**config.mk**
```make
export PLATFORM = sky130hd
export DESIGN_NAME = ppu_delay_pipe
export DESIGN_NICKNAME = d
export VERILOG_FILES = /design/src/rtl/ppu_delay_pipe_pkg.sv /design/src/rtl/ppu_delay_pipe_stage.sv /design/src/rtl/ppu_delay_pipe.sv
export SDC_FILE = /design/constraint.sdc
export NUM_CORES = 1
export LEC_CHECK = 0
export ABC_CLOCK_PERIOD_IN_PS = 800
export CORE_MARGIN = 2
export CORE_UTILIZATION = 32
export CTS_BUF_LIST = sky130_fd_sc_hd__clkbuf_8
export CTS_CLUSTER_DIAMETER = 80
export CTS_CLUSTER_SIZE = 12
export DETAILED_ROUTE_END_ITERATION = 8
export PLACE_DENSITY = 0.91
export SKIP_CTS_REPAIR_TIMING = 1
export SYNTH_ARGS = -nofsm -noshare
export SYNTH_HDL_FRONTEND = slang
export SYNTH_SLANG_ARGS = --single-unit
```
**constraint.sdc**
```tcl
create_clock -name clk_i -period 0.8 [get_ports clk_i]
set_input_delay 0.16 -clock clk_i [delete_from_list [all_inputs] [get_ports clk_i]]
set_output_delay 0.16 -clock clk_i [all_outputs]
set_load 0.01 [all_outputs]
```
**src/rtl/ppu_delay_pipe_pkg.sv**
```systemverilog
// Local definitions for the PPU retiming delay line: depth limits and the
// structural mode chosen from the configured depth.
package ppu_delay_pipe_pkg;

  // Deepest delay line a caller may request.
  localparam int unsigned MAX_PIPE_DEPTH = 64;

  // A zero-depth line is a plain wire; anything deeper is a register chain.
  typedef enum logic {
    PIPE_WIRE = 1'b0,
    PIPE_REG  = 1'b1
  } pipe_mode_e;

  // Map a requested depth onto the structure that implements it.
  function automatic pipe_mode_e pipe_mode(input int unsigned depth);
    return (depth == 0) ? PIPE_WIRE : PIPE_REG;
  endfunction

  // True when the depth lies in the supported range.
  function automatic bit depth_legal(input int unsigned depth);
    return depth <= MAX_PIPE_DEPTH;
  endfunction

endpackage

```
**src/rtl/ppu_delay_pipe_stage.sv**
```systemverilog
// One stage of the delay line: a DATA_WIDTH register cleared to zero
// asynchronously while the active-low reset is held.
module ppu_delay_stage #(
  parameter int DATA_WIDTH = 32
) (
  input  logic                  clk_i,
  input  logic                  rst_i,
  input  logic [DATA_WIDTH-1:0] d_i,
  output logic [DATA_WIDTH-1:0] q_o
);

  logic [DATA_WIDTH-1:0] data_d;
  logic [DATA_WIDTH-1:0] data_q;

  // Next state is simply the upstream word; the stage never holds.
  always_comb begin
    data_d = d_i;
  end

  // Capture every rising edge; clear immediately when reset falls.
  always_ff @(posedge clk_i or negedge rst_i) begin
    if (!rst_i) begin
      data_q <= '0;
    end else begin
      data_q <= data_d;
    end
  end

  assign q_o = data_q;

endmodule

```
**src/rtl/ppu_delay_pipe.sv**
```systemverilog
// Register delay line of PIPE_DEPTH stages used to retime the bundled PPU
// inputs and outputs. The word is opaque; embedded valid bits are delayed
// exactly like their payload and read zero after reset.
module ppu_delay_pipe
  import ppu_delay_pipe_pkg::*;
#(
  parameter int PIPE_DEPTH = 1,
  parameter int DATA_WIDTH = 32
) (
  input  logic                  clk_i,
  input  logic                  rst_i,
  input  logic [DATA_WIDTH-1:0] data_in,
  output logic [DATA_WIDTH-1:0] data_out
);

  localparam pipe_mode_e MODE = pipe_mode(PIPE_DEPTH);
  localparam bit         LEGAL = depth_legal(PIPE_DEPTH);

  // Out-of-range depths are a caller error; flag them in simulation.
  initial_check : assert property (@(posedge clk_i) LEGAL && (DATA_WIDTH >= 1));

  generate
    if (MODE == PIPE_WIRE) begin : g_wire
      // Zero depth: straight combinational path, clock and reset unused.
      assign data_out = data_in;
    end else begin : g_regs
      // chain[0] is the incoming word, chain[k] the output of stage k.
      logic [DATA_WIDTH-1:0] chain [0:PIPE_DEPTH];

      assign chain[0] = data_in;

      for (genvar g = 0; g < PIPE_DEPTH; g++) begin : g_stage
        ppu_delay_stage #(
          .DATA_WIDTH (DATA_WIDTH)
        ) u_stage (
          .clk_i (clk_i),
          .rst_i (rst_i),
          .d_i   (chain[g]),
          .q_o   (chain[g+1])
        );
      end

      assign data_out = chain[PIPE_DEPTH];
    end
  endgenerate

endmodule

```
==> flow_summary.yaml <==
floorplanning:
  die_area_um2: 2919
  die_y_um: 54.03
  fp-row-count: 18
  initial_core_util_pct: 32.92
  core_area_um2: 2432
  io_pins: 66
  die_x_um: 54.03
synthesis:
  synth.most_common_cell: "dfrtp_1"
  ys_seq_area_share_pct: 100.0
  synth_edf_count: 0
  synth_top_area_share_pct: 100.0
  syn_nets: 66
  async_reset_ff_share_pct: 100.0
  synth_top_area_cell: "dfrtp_1"
  synth.distinct_cells: 1
  synth_common_cells: "dfrtp_1 (32)"
  synth-seq-cells: 32
  syn_avg_cell_area_um2: 25.02
  syn_inst: 32
  yosysWarningCount: 0
  yosys-top-cells-area: "dfrtp_1 (100%)"
  syn_area_um2: 800.8
  ys.flop_type: "dfrtp_1"
route:
  drc: 0
  drtIter0Drc: 4
  dr.pass1.iters: 2
  routed_wl_mm: 1.800
  ant_nets: 0
  wl_per_cell_um: 13.33
  vias: 555
  vias_per_cell: 4.111
critical_path:
  startpoint_type: "register"
  critPathMaxFanout: 1
  cp.required_ps: 640
  crit_cells: 1
  crit_family: "flip-flops"
  crit_path_top_delay_cell: "dfrtp_1"
  crit_chain: "clkbuf_2"
  crit_buf_inv: 1
  worstPathArrival_ps: 770
  max_stage_delay_ps: 370
  cp-end-kind: "output pin"
  crit_type: "register to output pin"
global_route:
  grt_max_degree: 33
  grtUsageTotal_pct: 13.27
  antenna_found_initial: 0
  grt_pass1_vias: 560
  overflow: 0
  grt_pass1_wl_mm: 2.484
cells_and_area:
  drive_above_1_share_pct: 38.10
  fill_cells: 226
  diodes: 0
  area_growth_pct: 80.47
  finalNetCount: 139
  multi_input_cells: 0
  multi_input_area_um2: 0
  largest_reg_flops: 32
clock_tree:
  clk_pin_slew_worst_paths_ps: 60
  cts_buffers: 5
  cts_max_level: 2
  root_buffer: "clkbuf_8"
  clock_sinks: 32
  cts_max_path_buffers: 2
  tritoncts: "built"
status:
  outcome: "finished with violations"
  violations: "setup timing"
power_and_ir_drop:
  power.total_mw: 3.311
  irDropWorstVdd_v: 0.001510
  p_leak_nw: 0.6944
  powerDensity_nw_per_um2: 2291
timing:
  max_slew.worst_pin.slew_ps: 166.7
  fmax_ghz: 1.076
  period_share_pct: 116.2
  slew_viol_final: 0
  setup_tns_ps: -3522
  relSlewSlack_pct: 88.89
  setup_viol: 32
  grt_setup_unrepaired: "yes"
  worst_slack_ps: -129.3
  hold_viol_final: 0
  final.min_clock_period_ps: 929.3
run:
  max-cap-violations: 0
placed_design:
  globalplace.congestion: 0.6347
  portBuffers: 65
  dp_hpwl_mm: 1.389
min_path:
  hp-class: "primary input to async pin"
-- kinds of logic (layout without fill, tap and decap cells) --
kind of cell           after synthesis  in the layout  synth area share [%]
buffers and inverters                0             73                     0
DFF                                 32             32                 100.0
-- final cells by class --
cell class,instances,area [um^2],share of cell area (%)
Clock buffer,7,96.34,6.667
Sequential cell,32,800.8,55.41
Tap cell,30,37.54,2.597
Timing Repair Buffer,66,510.5,35.32
-- power by group --
group          leakage [nW]  internal, mW  switching, mW
clock network        0.0503         0.764          0.496
registers             0.373          1.70         0.0215
logic                 0.271         0.203          0.126
-- placed cells by master, fill, tap and decap left out --
| master | instances |
|---|---|
| buf_12 | 1 |
| clkbuf_2 | 31 |
| dfrtp_1 | 32 |
| buf_2 | 1 |
| clkbuf_8 | 7 |
| clkdlybuf4s50_1 | 33 |
-- layer usage --
metal,GRT usage [%],share of wire (%),routed length [um],up-vias
li1,-,-,-,240
met1,10.79,31,552,276
met2,22.36,56,1001,37
met3,11.11,13,235,2
met4,6.250,0.56,10,0
met5,0,0,0,-
-- per-stage QoR --
| stage | instance area, um^2 | worst slack (ps) | hold slack [ps] | util (%) | std cells |
|---|---|---|---|---|---|
| 2_1_floorplan | 800.8 | 264.4 | -135.6 | - | 32 |
| 3_3_place_gp | 1509 | -195.2 | 541.9 | 62.04 | 128 |
| 3_5_place_dp | 1509 | -221.6 | 546.9 | 62.04 | 128 |
| 4_1_cts | 1605 | -523.0 | 254.9 | 66.00 | 135 |
| 5_1_grt | 1445 | -164.8 | 247.4 | 59.41 | 135 |
| 6_report | 1445 | -129.3 | 256.9 | 59.41 | 135 |
-- how the worst max path moves through the flow --
stage                         endpoint                               from  slack, ps
after global placement    data_out[22]  g_regs.g_stage[0].u_stage.q_o[22]       -200
after CTS                 data_out[14]  g_regs.g_stage[0].u_stage.q_o[14]       -520
after floorplan            data_out[0]   g_regs.g_stage[0].u_stage.q_o[0]        260
after global routing       data_out[8]   g_regs.g_stage[0].u_stage.q_o[8]       -160
after detailed placement  data_out[10]  g_regs.g_stage[0].u_stage.q_o[10]       -220
final                     data_out[14]  g_regs.g_stage[0].u_stage.q_o[14]       -130
No activity file was read; power rests on OpenSTA's default activity.
